File: config.mk
export PLATFORM = sky130hd
export DESIGN_NAME = perf_monitor
export DESIGN_NICKNAME = d
export VERILOG_FILES = /design/src/rtl/perf_monitor.sv
export SDC_FILE = /design/constraint.sdc
export NUM_CORES = 1
export LEC_CHECK = 0
export ABC_AREA = 1
export BUFFER_PORTS_ARGS = -buffer_cell sky130_fd_sc_hd__buf_2
export CORE_ASPECT_RATIO = 0.5
export CORE_MARGIN = 4
export CORE_UTILIZATION = 38
export CTS_CLUSTER_DIAMETER = 60
export CTS_CLUSTER_SIZE = 20
export DETAILED_ROUTE_END_ITERATION = 8
export SYNTH_ARGS = -nofsm -noshare
export SYNTH_HDL_FRONTEND = slang
export SYNTH_SLANG_ARGS = --single-unit
export TNS_END_PERCENT = 50
File: constraint.sdc
create_clock -name clk -period 20.1 [get_ports clk]
set_input_delay 1.005 -clock clk [delete_from_list [all_inputs] [get_ports clk]]
set_output_delay 1.005 -clock clk [all_outputs]
set_load 0.01 [all_outputs]
File: src/rtl/perf_monitor.sv
// On-chip performance monitor: counts cycles, retired instructions, bus reads/writes
// and generic events while the CPU runs, with a coherent multi-word snapshot readout.
module perf_monitor #(
   parameter int PC_WIDTH   = 10,
   parameter int DATA_WIDTH = 16,
   parameter int CNT_WIDTH  = 32,
   parameter int NUM_EVENTS = 2,
   parameter int SATURATE   = 1,
   localparam int NCNT      = 4 + NUM_EVENTS,
   localparam int SEL_W     = $clog2(NCNT),
   localparam int EV_W      = (NUM_EVENTS > 0) ? NUM_EVENTS : 1
) (
   input  logic                  clk,
   input  logic                  reset,
   input  logic                  start,
   input  logic                  stop,
   input  logic [PC_WIDTH-1:0]   pc,
   input  logic                  mem_read,
   input  logic                  mem_write,
   input  logic                  halted,
   input  logic [EV_W-1:0]       event_in,
   input  logic                  rd_en,
   input  logic [SEL_W-1:0]      rd_sel,
   input  logic [1:0]            rd_word,
   output logic [DATA_WIDTH-1:0] rd_data,
   output logic                  rd_valid,
   output logic                  running,
   output logic                  done,
   output logic [NCNT-1:0]       overflow
);

   localparam int NWORDS = CNT_WIDTH / DATA_WIDTH;

   typedef enum logic [1:0] {
      IDLE   = 2'd0,
      RUN    = 2'd1,
      FROZEN = 2'd2
   } state_e;

   state_e                 state_q, state_d;
   logic                   running_q, done_q;
   logic                   countEn;

   logic [CNT_WIDTH-1:0]   cnt_q [NCNT];
   logic [CNT_WIDTH-1:0]   cnt_d [NCNT];
   logic [NCNT-1:0]        ovf_q, ovf_d;
   logic [NCNT-1:0]        incr;
   logic [PC_WIDTH-1:0]    lastPc_q, lastPc_d;

   logic [CNT_WIDTH-1:0]   shadow_q, shadow_d;
   logic [CNT_WIDTH-1:0]   selCnt;
   logic                   selInRange;
   logic [DATA_WIDTH-1:0]  wordSlice;
   logic                   wordInRange;
   logic [DATA_WIDTH-1:0]  rdData_q, rdData_d;
   logic                   rdValid_q;

   // start overrides everything; halted or stop freezes a run without counting that edge
   always_comb begin
      state_d = state_q;
      if (start) begin
         state_d = RUN;
      end else if ((state_q == RUN) && (halted || stop)) begin
         state_d = FROZEN;
      end
   end

   assign countEn = (state_q == RUN) && !start && !halted && !stop;

   always_ff @(posedge clk or posedge reset) begin
      if (reset) begin
         state_q   <= IDLE;
         running_q <= 1'b0;
         done_q    <= 1'b0;
      end else begin
         state_q   <= state_d;
         running_q <= (state_d == RUN);
         done_q    <= (state_d == FROZEN);
      end
   end

   always_comb begin
      incr    = '0;
      incr[0] = 1'b1;
      incr[1] = (pc != lastPc_q);
      incr[2] = mem_read;
      incr[3] = mem_write;
      for (int k = 0; k < NUM_EVENTS; k++) begin
         incr[4+k] = event_in[k];
      end
   end

   // last_pc restarts at all ones so the first counted PC always retires an instruction
   always_comb begin
      cnt_d    = cnt_q;
      ovf_d    = ovf_q;
      lastPc_d = lastPc_q;
      if (start) begin
         for (int i = 0; i < NCNT; i++) begin
            cnt_d[i] = '0;
         end
         ovf_d    = '0;
         lastPc_d = '1;
      end else if (countEn) begin
         lastPc_d = pc;
         for (int i = 0; i < NCNT; i++) begin
            if (incr[i]) begin
               if (&cnt_q[i]) begin
                  ovf_d[i] = 1'b1;
                  cnt_d[i] = (SATURATE != 0) ? cnt_q[i] : '0;
               end else begin
                  cnt_d[i] = cnt_q[i] + CNT_WIDTH'(1);
               end
            end
         end
      end
   end

   always_ff @(posedge clk or posedge reset) begin
      if (reset) begin
         for (int i = 0; i < NCNT; i++) begin
            cnt_q[i] <= '0;
         end
         ovf_q    <= '0;
         lastPc_q <= '1;
      end else begin
         for (int i = 0; i < NCNT; i++) begin
            cnt_q[i] <= cnt_d[i];
         end
         ovf_q    <= ovf_d;
         lastPc_q <= lastPc_d;
      end
   end

   always_comb begin
      selCnt     = '0;
      selInRange = 1'b0;
      for (int i = 0; i < NCNT; i++) begin
         if (rd_sel == SEL_W'(i)) begin
            selCnt     = cnt_q[i];
            selInRange = 1'b1;
         end
      end
   end

   always_comb begin
      wordSlice   = '0;
      wordInRange = 1'b0;
      for (int w = 0; w < NWORDS; w++) begin
         if (rd_word == 2'(w)) begin
            wordSlice   = shadow_q[w*DATA_WIDTH +: DATA_WIDTH];
            wordInRange = 1'b1;
         end
      end
   end

   // Word 0 relatches the whole counter so later words come from the same instant
   always_comb begin
      shadow_d = shadow_q;
      rdData_d = rdData_q;
      if (rd_en) begin
         if (!selInRange || !wordInRange) begin
            rdData_d = '0;
         end else if (rd_word == 2'd0) begin
            shadow_d = selCnt;
            rdData_d = selCnt[DATA_WIDTH-1:0];
         end else begin
            rdData_d = wordSlice;
         end
      end
   end

   always_ff @(posedge clk or posedge reset) begin
      if (reset) begin
         shadow_q  <= '0;
         rdData_q  <= '0;
         rdValid_q <= 1'b0;
      end else begin
         shadow_q  <= shadow_d;
         rdData_q  <= rdData_d;
         rdValid_q <= rd_en;
      end
   end

   assign rd_data  = rdData_q;
   assign rd_valid = rdValid_q;
   assign running  = running_q;
   assign done     = done_q;
   assign overflow = ovf_q;

endmodule

==> results of run 1 <==
[cells by family after synthesis]
kind of cell             count (synthesis)  synth area share, %
adder cells (fa/ha/maj)                  6                0.442
AND/OR/NAND/NOR                       1757                 42.5
XOR/XNOR                                58                 2.99
flip-flops                             245                 36.1
buffers and inverters                  320                 8.00
AO/OA/AOI/OAI                          296                 9.89
[area by class of cell]
type                    instances  area, µm²
clock buffers                  24        589
repair buffers                 59        320
multi-input cells            2117       9520
flip-flops and latches        245       6140
clock inverters                14        143
well taps                     588        736
fillers                      4756      25600
inverters                     236        898
diodes                          1       2.50
[per-layer routing]
metal / wire [µm] / vias to the layer above / share of wire [%]
met2: 24600 / 619 / 42
met3: 4720 / 84 / 8.0
met5: 0 / - / 0
met4: 1510 / 0 / 2.6
met1: 27800 / 8064 / 47
li1: - / 8542 / -
[how the worst max path moves through the flow]
stage	end	slack (ps)	depth (start not counted)	start
finish	cnt_q[140]	15950	6	start
global route	cnt_q[148]	15580	6	start
CTS	cnt_q[140]	16020	6	start
detailed placement	cnt_q[140]	15460	6	start
global placement	cnt_q[4]	15550	8	start
floorplan	cnt_q[0]	12380	1	reset
[power groups by stage]
stage / sequential, mW / combinational [mW] / clock [mW]
floorplan: 0.522 / 0.0661 / 0
finish: 0.515 / 0.0909 / 0.458
global route: 0.516 / 0.102 / 0.486
CTS: 0.515 / 0.0910 / 0.466
global placement: 0.524 / 0.0901 / 0
detailed placement: 0.524 / 0.0906 / 0
[flip-flops by register name, summed over array words and instances (netlist names)]
signal	flops
rd_valid	1
lastPc_q	10
running	1
rd_data	16
cnt_q	192
shadow_q	16
state_q	2
overflow	6
done	1
[stage by stage]
stage	instance area (µm²)	hold slack [ps]
after floorplan	17000	444
after global routing	18400	507
after CTS	18400	483
after global placement	17600	460
final	18400	479
after detailed placement	17600	461
[cell usage in the layout (no fill, tap or decap), drive strengths merged]
master / instances
ha: 6
nand2: 1004
o21ai: 203
and2: 1
o22ai: 40
a31oi: 1
a21oi: 34
xor2: 35
xnor2: 23
or2: 18
buf: 59
o211ai: 18
nand3: 278
clkbuf: 24
inv: 241
diode: 1
nand3b: 1
nor3: 18
clkinvlp: 1
nor2: 415
nand4: 22
dfrtp: 235
dfstp: 10
clkinv: 8
[worst max-delay path, cell delays in order]
cell and delay [ps]:
buf_2 80, buf_4 560, inv_6 350, nand2_1 880, nand3_2 1100, o21ai_0 530
==> impl_metrics.json, run 1 <==
{
  "antenna_found_initial": 0,
  "synth-edff-count": 0,
  "yosys_warnings": 0,
  "cellLeakagePower_nw": 7.70,
  "gp_congestion": 0.980,
  "cp_data_required_time_ps": 20530,
  "setup_violations": 0,
  "drc_errors": 0,
  "min-delay-path-class": "reg -> reg",
  "vias": 17309,
  "cp_data_arrival_time_ps": 4580,
  "insertion_delay_ps": 570,
  "grt_util_met1_pct": 36.0,
  "clkPwrFrac_pct": 43.1,
  "finalClockSkew_ps": 33.8,
  "worstSetupStartpointType": "primary input",
  "synthesis.area_um2": 17000,
  "drtAntennaViolNets": 0,
  "tns_ps": 0,
  "hold_viol": 0,
  "htreeDepth": 1,
  "drt_pass1_iterations": 6,
  "worstSetupPathType": "in -> reg",
  "ys_types": 42,
  "syn_avg_cell_area_um2": 6.34,
  "critPathMaxFanout": 64,
  "post_cts.repair.setup_buffers": 0,
  "numPortBuffers": 49,
  "stdcell_count": 3284,
  "p_comb_share_pct": 8.5,
  "power_density_nw_per_um2": 58.0,
  "initial_utilization_pct": 38.7,
  "via_per_inst": 5.27,
  "period_needed_ps": 4150,
  "rows": 54,
  "grt.met3_usage_pct": 3.92,
  "syn_nets": 2713,
  "synth.top_cells.by_area": "dfrtp_1 (35%), nand2_1 (22%), nor2_1 (8.9%)",
  "first_global_vias": 15715,
  "drt_iter0_drc": 1991,
  "synth.top_cell.area_share_pct": 34.6,
  "die-area_um2": 48400,
  "met2_usage_pct": 36.6,
  "max_freq_mhz": 241,
  "area_growth_pct": 7.95,
  "power.total_mw": 1.06,
  "min_to": "shadow_q[25]",
  "holdPathStages": 2,
  "maxCapViolations": 0,
  "syn_inst": 2682,
  "swShare_pct": 29.8,
  "pre_cts_slack_ps": 15460,
  "yosysTopAreaCell": "dfrtp_1",
  "finalNetCount": 2712,
  "power_frac_seq_pct": 48.4,
  "synth_top_flop_cell": "dfrtp_1",
  "die_w_um": 307,
  "end_kind": "flop",
  "slew_violations": 0,
  "rrSetupSlack_ps": 16730,
  "grt_first_pass_wirelength_um": 91800,
  "grt.total_usage_pct": 24.2,
  "r2r_start": "state_q[1]",
  "cts_hold_buf": 0,
  "timing.final.ws_setup_ps": 15950,
  "vdd_drop_max_mv": 0.0485,
  "r2r_cells": 6,
  "p_int_mw": 0.747,
  "wl_per_cell_um": 17.9,
  "rr_endpoint": "cnt_q[140]",
  "finalCritPeriodShare_pct": 20.7,
  "numClockSinks": 245,
  "fin_util_pct": 41.8,
  "cts_buffers": 22,
  "coreArea_um2": 43900,
  "root_buffer": "clkbuf_16",
  "min_from": "shadow_q[25]",
  "busiest_layer": "met2",
  "tritoncts": "done",
  "synth_most_common_cell": "nand2_1",
  "ys_seq_elements": 245,
  "synth_common_cells": "nand2_1 (990), nor2_1 (401), nand3_1 (274), dfrtp_1 (235), inv_1 (227)",
  "die_y_um": 158,
  "post_cts_resize_count": 0,
  "seq_area_frac_synth_pct": 36.1,
  "rsz0062_at_grt": "no",
  "grt-ovfl-total": 0,
  "layout-drive-gt1-share_pct": 7.09,
  "timing.slew.headroom_pct": 25.0,
  "worstMarginPinSlew_ps": 1120,
  "status": "completed",
  "place_hpwl_um": 44200,
  "grt_max_degree": 117,
  "cts.path.max_buffers": 3,
  "routed_wl_um": 58600,
  "switchingPower_mw": 0.317,
  "clkTransAtPathRegs_ps": 90,
  "io_pins": 50,
  "place_inst": 3245,
  "async_flop_share_pct": 100
}
Power figures use the tool's default switching activity.
==> inputs of run 2 (changes only) <==
--- a/config.mk
+++ b/config.mk
@@ -5,7 +5,7 @@
 export SDC_FILE = /design/constraint.sdc
 export NUM_CORES = 1
 export LEC_CHECK = 0
-export ABC_AREA = 1
+export ABC_AREA = 0
 export BUFFER_PORTS_ARGS = -buffer_cell sky130_fd_sc_hd__buf_2
 export CORE_ASPECT_RATIO = 0.5
 export CORE_MARGIN = 4
==> constraint.sdc (replaced) <==
create_clock -name clk -period 3.51 [get_ports clk]
set_input_delay 0.1755 -clock clk [delete_from_list [all_inputs] [get_ports clk]]
set_output_delay 0.1755 -clock clk [all_outputs]
set_load 0.01 [all_outputs]
==> run 2 against run 1 <==
Non-clock buffer count grew 38. First-iteration DRC count shrank 25%. Power grew to 5.4 times the previous value. Critical path depth grew 1. Clock skew shrank 16 ps. Final area shrank 11%. Sequential cell count is the same. Sequential power grew to 5.7 times the previous value. Setup slack lost 15000 ps. Routed wire length shrank 24%. Critical path type is now reg -> reg. Largest power group unchanged.
==> impl_metrics.json, run 2 <==
{
  "switchingPower_mw": 1.46,
  "insertion_delay_ps": 530,
  "synthesis.area_um2": 14700,
  "die-area_um2": 42000,
  "crit_family": "simple AND/OR/NAND/NOR gates",
  "drtAntennaViolNets": 0,
  "drt_iter0_drc": 1485,
  "area_growth_pct": 11.1,
  "r2r_cells": 7,
  "worstSetupStartpointType": "flop",
  "rows": 50,
  "grt-ovfl-total": 0,
  "tns_ps": 0,
  "finalClockSkew_ps": 18.0,
  "cp.depth": 7,
  "cts_buffers": 18,
  "rrSetupSlack_ps": 730,
  "syn_nets": 1658,
  "layout-drive-gt1-share_pct": 12.6,
  "worstMarginPinSlew_ps": 1020,
  "grt_first_pass_wirelength_um": 70400,
  "clkPwrFrac_pct": 41.2,
  "swShare_pct": 25.6,
  "max_freq_mhz": 360,
  "die_w_um": 286,
  "die_y_um": 147,
  "worstSetupPathType": "reg -> reg",
  "synth-edff-count": 0,
  "initial_utilization_pct": 38.9,
  "yosysTopAreaCell": "dfrtp_1",
  "critical_path.cell_chain": "nor4b_2 -> buf_4 -> nand2_1 -> buf_4 -> or3_1 -> or3_1 -> a21oi_1",
  "grt_max_degree": 116,
  "numPortBuffers": 49,
  "final_common_cell": "dfrtp_1",
  "syn_avg_cell_area_um2": 9.01,
  "fill_cells": 3709,
  "grt.total_usage_pct": 20.9,
  "top_register": "cnt_q",
  "critPathMaxFanout": 29,
  "vdd_drop_max_mv": 0.280,
  "ys_seq_elements": 245,
  "via_per_inst": 6.04,
  "numClockSinks": 245,
  "cellLeakagePower_nw": 6.00,
  "wl_per_cell_um": 20.6,
  "layout_common_cells": "dfrtp_1 (235), a21oi_1 (163), nand2_1 (123), o21ai_0 (94), nor2_1 (83)",
  "period_needed_ps": 2780,
  "finalCritPeriodShare_pct": 79.2,
  "cp_data_arrival_time_ps": 3240,
  "clkTransAtPathRegs_ps": 90,
  "htreeDepth": 1,
  "gp_congestion": 0.882,
  "post_cts_resize_count": 0,
  "cts.path.max_buffers": 3,
  "slew_violations": 0,
  "place_hpwl_um": 31500,
  "largest_reg_flops": 192,
  "tritoncts": "done",
  "io_pins": 50,
  "rsz0062_at_grt": "no",
  "ys_types": 68,
  "vias": 13102,
  "power.total_mw": 5.71,
  "setup_violations": 0,
  "status": "completed",
  "synth_top_flop_cell": "dfrtp_1",
  "p_int_mw": 4.25,
  "critPathMaxStageDelay_ps": 440,
  "routed_wl_um": 44700,
  "p_comb_share_pct": 7.5,
  "holdPathStages": 3,
  "min-delay-path-class": "in -> reg",
  "power_frac_seq_pct": 51.4,
  "yosys_warnings": 0,
  "syn_inst": 1627,
  "synth_common_cells": "dfrtp_1 (235), a21oi_1 (163), nand2_1 (123), o21ai_0 (94), clkbuf_1 (89)",
  "worst-path-buf-inv": 2,
  "cp_data_required_time_ps": 3970,
  "coreArea_um2": 37700,
  "synth.top_cells.by_area": "dfrtp_1 (40%), a21oi_1 (5.6%), or4_1 (4.2%)",
  "antenna_found_initial": 1,
  "drc_errors": 0,
  "synth.top_cell.area_share_pct": 40.1,
  "power_density_nw_per_um2": 350,
  "synth_most_common_cell": "dfrtp_1",
  "maxCapViolations": 0,
  "root_buffer": "clkbuf_16",
  "end_kind": "flop",
  "first_global_vias": 11784,
  "critPathSlowestCell": "buf_4",
  "drt_pass1_iterations": 7,
  "hold_viol": 0,
  "finalNetCount": 1668,
  "seq_area_frac_synth_pct": 41.9,
  "timing.slew.headroom_pct": 32.1,
  "async_flop_share_pct": 100
}
==> run 2: cell types whose count changed after synthesis, sizes merged, moves of 77 or more <==
| cell | delta |
|---|---|
| nand2 | -881 |
| o21ai | -109 |
| nor2 | -331 |
| nand3 | -211 |
| inv | -190 |
| a21oi | +129 |
| or3 | +77 |
| or4 | +84 |
==> run 2: layout make-up <==
cell class,count,area (µm²),area share [%]
Antenna cell,1,2.50,0.0154
Tap cell,520,651,3.99
Inverter,43,165,1.01
Clock buffer,22,517,3.17
Timing Repair Buffer,97,719,4.42
Clock inverter,9,120,0.737
Multi-Input combinational cell,1232,7970,48.9
Sequential cell,245,6140,37.7
==> run 2: path summary, 6_finish.rpt <==
check / from / end
max: state_q[1] / cnt_q[105]
min: stop / done
max reg2reg: state_q[1] / cnt_q[105]
min reg2reg: lastPc_q[2] / lastPc_q[2]
max in group asynchronous: reset / cnt_q[156]
min in group asynchronous: reset / rd_valid
==> run 2: power groups by stage <==
stage / Sequential, mW / Combinational, mW / Clock, mW
after global placement: 2.99 / 0.415 / 0
after floorplan: 2.98 / 0.275 / 0
after global routing: 2.94 / 0.474 / 2.50
after detailed placement: 2.99 / 0.420 / 0
final: 2.93 / 0.426 / 2.35
after CTS: 2.93 / 0.431 / 2.40
==> run 2: cells by family (layout without fill, tap and decap cells) <==
logic type / after synthesis / in the layout / synth area share [%]
xor gates and xnor gates: 31 / 31 / 1.85
and+or+nand+nor: 664 / 664 / 25.9
other: 0 / 1 / 0
muxes: 88 / 88 / 7.03
AOI/OAI and AO/OA: 443 / 443 / 18.9
buffers and inverters: 150 / 171 / 3.98
adders and majority gates: 6 / 6 / 0.512
DFF: 245 / 245 / 41.9
==> run 2: worst reg2reg max path, stage by stage (launching register included) <==
cell,delay [ps]
dfrtp_1,430
nor4b_2,280
buf_4,440
nand2_1,390
buf_4,320
or3_1,390
or3_1,310
a21oi_1,140
==> run 2: metal layers <==
layer | global-route usage, % | routed length [µm] | part of all wire (%) | vias to the layer above
li1 | - | - | - | 6227
met1 | 31.7 | 21300 | 48 | 6444
met2 | 30.2 | 19000 | 43 | 364
met3 | 4.29 | 3290 | 7.4 | 65
met4 | 5.26 | 1100 | 2.5 | 2
met5 | 0 | 7 | 0.016 | -
==> run 2: metrics by stage <==
step                utilization [%]  worst slack (ps)  cell area (µm²)  instances  hold WS, ps
CTS                            43.2               731            16300       2168         17.3
detailed placement             41.1               752            15500       2124          252
global route                   43.2               525            16300       2168         28.6
global placement               41.1               815            15500       2124          259
floorplan                         -               125            14700       1627          207
finish                         43.2               728            16300       2169         31.8
==> run 2: what timing repair did <==
action	4_1_cts	5_1_grt
hold buffers	13	0
endpoints found under the hold margin	29	0
buffers inserted	0	0
==> inputs of run 3 (changes only) <==
==> constraint.sdc (replaced) <==
create_clock -name clk -period 2.6 [get_ports clk]
set_input_delay 0.13 -clock clk [delete_from_list [all_inputs] [get_ports clk]]
set_output_delay 0.13 -clock clk [all_outputs]
set_load 0.01 [all_outputs]
==> run 3 against run 2 <==
Cell count increased by 3.3%. Register-to-register slack worse by 610 ps. Clock power rose by 31%. First-iteration DRC count is 3.4% lower. Clock skew increased by 0.52 ps. Routed wire length is 0.79% higher. Setup slack worse by 610 ps. Sequential power rose by 35%. Largest cell class unchanged. Highest routed layer is now met4.
==> impl_metrics.json, run 3 (synthesis gave the netlist of run 2 again) <==
{
  "status": "completed",
  "initial_utilization_pct": 38.9,
  "largest_reg_flops": 192,
  "antenna_found_initial": 0,
  "coreArea_um2": 37700,
  "io_pins": 50,
  "rr_endpoint": "cnt_q[81]",
  "die-area_um2": 42000,
  "busiest_layer": "met1",
  "worst-path-buf-inv": 1,
  "die_w_um": 286,
  "cp_data_required_time_ps": 3010,
  "hold_viol": 0,
  "vdd_drop_max_mv": 0.285,
  "min-delay-path-class": "in -> reg",
  "area_growth_pct": 14.7,
  "worstSetupStartpointType": "flop",
  "rrSetupSlack_ps": 120,
  "grt_max_degree": 110,
  "first_global_vias": 12499,
  "drtAntennaViolNets": 0,
  "finalCritPeriodShare_pct": 95.6,
  "finalClockSkew_ps": 18.6,
  "final_common_cell": "dfrtp_1",
  "die_y_um": 147,
  "maxCapViolations": 0,
  "grt-ovfl-total": 0,
  "r2r_start": "state_q[1]",
  "critPathSlowestCell": "or4b_1",
  "numPortBuffers": 49,
  "finalNetCount": 1740,
  "critPathMaxFanout": 4,
  "cts.path.max_buffers": 3,
  "grt_first_pass_wirelength_um": 71900,
  "tritoncts": "done",
  "r2r_cells": 5,
  "insertion_delay_ps": 530,
  "drt_iter0_drc": 1434,
  "crit_family": "simple AND/OR/NAND/NOR gates",
  "holdWs_ps": 64.1,
  "cts_buffers": 19,
  "wl_per_cell_um": 20.1,
  "timing.final.ws_setup_ps": 115,
  "critical_path.cell_chain": "or4b_1 -> or4_4 -> buf_4 -> nor4b_1 -> mux2_2",
  "rsz0062_at_grt": "no",
  "num_antenna_cells": 0,
  "holdPathStages": 4,
  "tns_ps": 0,
  "worstMarginPinSlew_ps": 930,
  "end_kind": "flop",
  "cp_data_arrival_time_ps": 2890,
  "max_freq_mhz": 402,
  "htreeDepth": 1,
  "place_hpwl_um": 32400,
  "min_to": "rd_data[3]",
  "cellLeakagePower_nw": 6.35,
  "layout-drive-gt1-share_pct": 15.9,
  "clkTransAtPathRegs_ps": 90,
  "numClockSinks": 245,
  "pre_cts_slack_ps": 139,
  "grt_util_met1_pct": 32.9,
  "gp_congestion": 0.885,
  "design_area_um2": 16800,
  "post_cts_resize_count": 0,
  "rows": 50,
  "timing.slew.headroom_pct": 37.8,
  "power_density_nw_per_um2": 455,
  "grt.met3_usage_pct": 2.67,
  "routed_wl_um": 45100,
  "place_area_um2": 16000,
  "layout_common_cells": "dfrtp_1 (235), a21oi_1 (163), nand2_1 (123), o21ai_0 (94), buf_4 (94)",
  "vias": 13471,
  "slew_violations": 0,
  "grt.total_usage_pct": 21.2,
  "root_buffer": "clkbuf_16",
  "period_needed_ps": 2480,
  "met2_usage_pct": 31.7,
  "worstSetupPathType": "reg -> reg",
  "top_register": "cnt_q",
  "drt_pass1_iterations": 6,
  "critPathMaxStageDelay_ps": 600,
  "min_from": "rd_word[1]",
  "setup_violations": 0,
  "drc_errors": 0,
  "via_per_inst": 6.01
}
run 3: changes by cell type in the layout (fill, tap and decap cells not counted), moves of 2 or more:
cell and delta:
buf_12 +2, dlygate4sd3_1 +4, buf_4 +65, inv_6 +2, inv_8 +3, clkinvlp_4 -4
bufinv_16 -2
run 3: layout make-up:
type,instances,area [µm²]
clock inverters,9,86.3
clock buffers,23,520
repair buffers,168,1290
fillers,3675,20900
multi-input cells,1232,7970
well taps,520,651
inverters,43,165
flip-flops and latches,245,6140
run 3: worst max-delay path by stage:
stage | startpoint | end | depth (start not counted)
floorplan | reset | cnt_q[0] | 1
global placement | state_q[1] | cnt_q[85] | 5
detailed placement | state_q[1] | cnt_q[81] | 5
CTS | state_q[1] | cnt_q[81] | 5
global route | cnt_q[33] | cnt_q[50] | 6
finish | state_q[1] | cnt_q[81] | 5
run 3: tightest hold or removal path: stages:
cell and delay [ps]:
buf_2 100, or2_2 160, o21ai_0 90, o21ai_0 70
run 3: routing by layer:
metal	wire, µm	vias to the layer above	part of all wire (%)
met4	905	0	2.0
li1	-	6376	-
met3	2770	54	6.2
met2	19600	365	44
met5	0	-	0
met1	21700	6676	48
run 3: through the flow:
| stage | power, mW | cells | util [%] |
|---|---|---|---|
| after detailed placement | 4.63 | 2191 | 42.5 |
| final | 7.65 | 2240 | 44.6 |
| after global placement | 4.62 | 2191 | 42.5 |
| after floorplan | 4.40 | 1627 | - |
| after CTS | 7.73 | 2240 | 44.6 |
| after global routing | 7.95 | 2240 | 44.6 |
run 3: timing repair:
action / CTS / global route
endpoints found under the hold margin: 200 / 0
endpoints found under the setup margin: 0 / 0
setup buffers: 0 / 0
hold buffers: 17 / 0
run 3: report_power, final:
group	internal [mW]	switching [mW]	leakage [nW]
clock network	1.49	1.59	0.303
logic	0.221	0.393	2.71
registers	3.90	0.0582	3.34
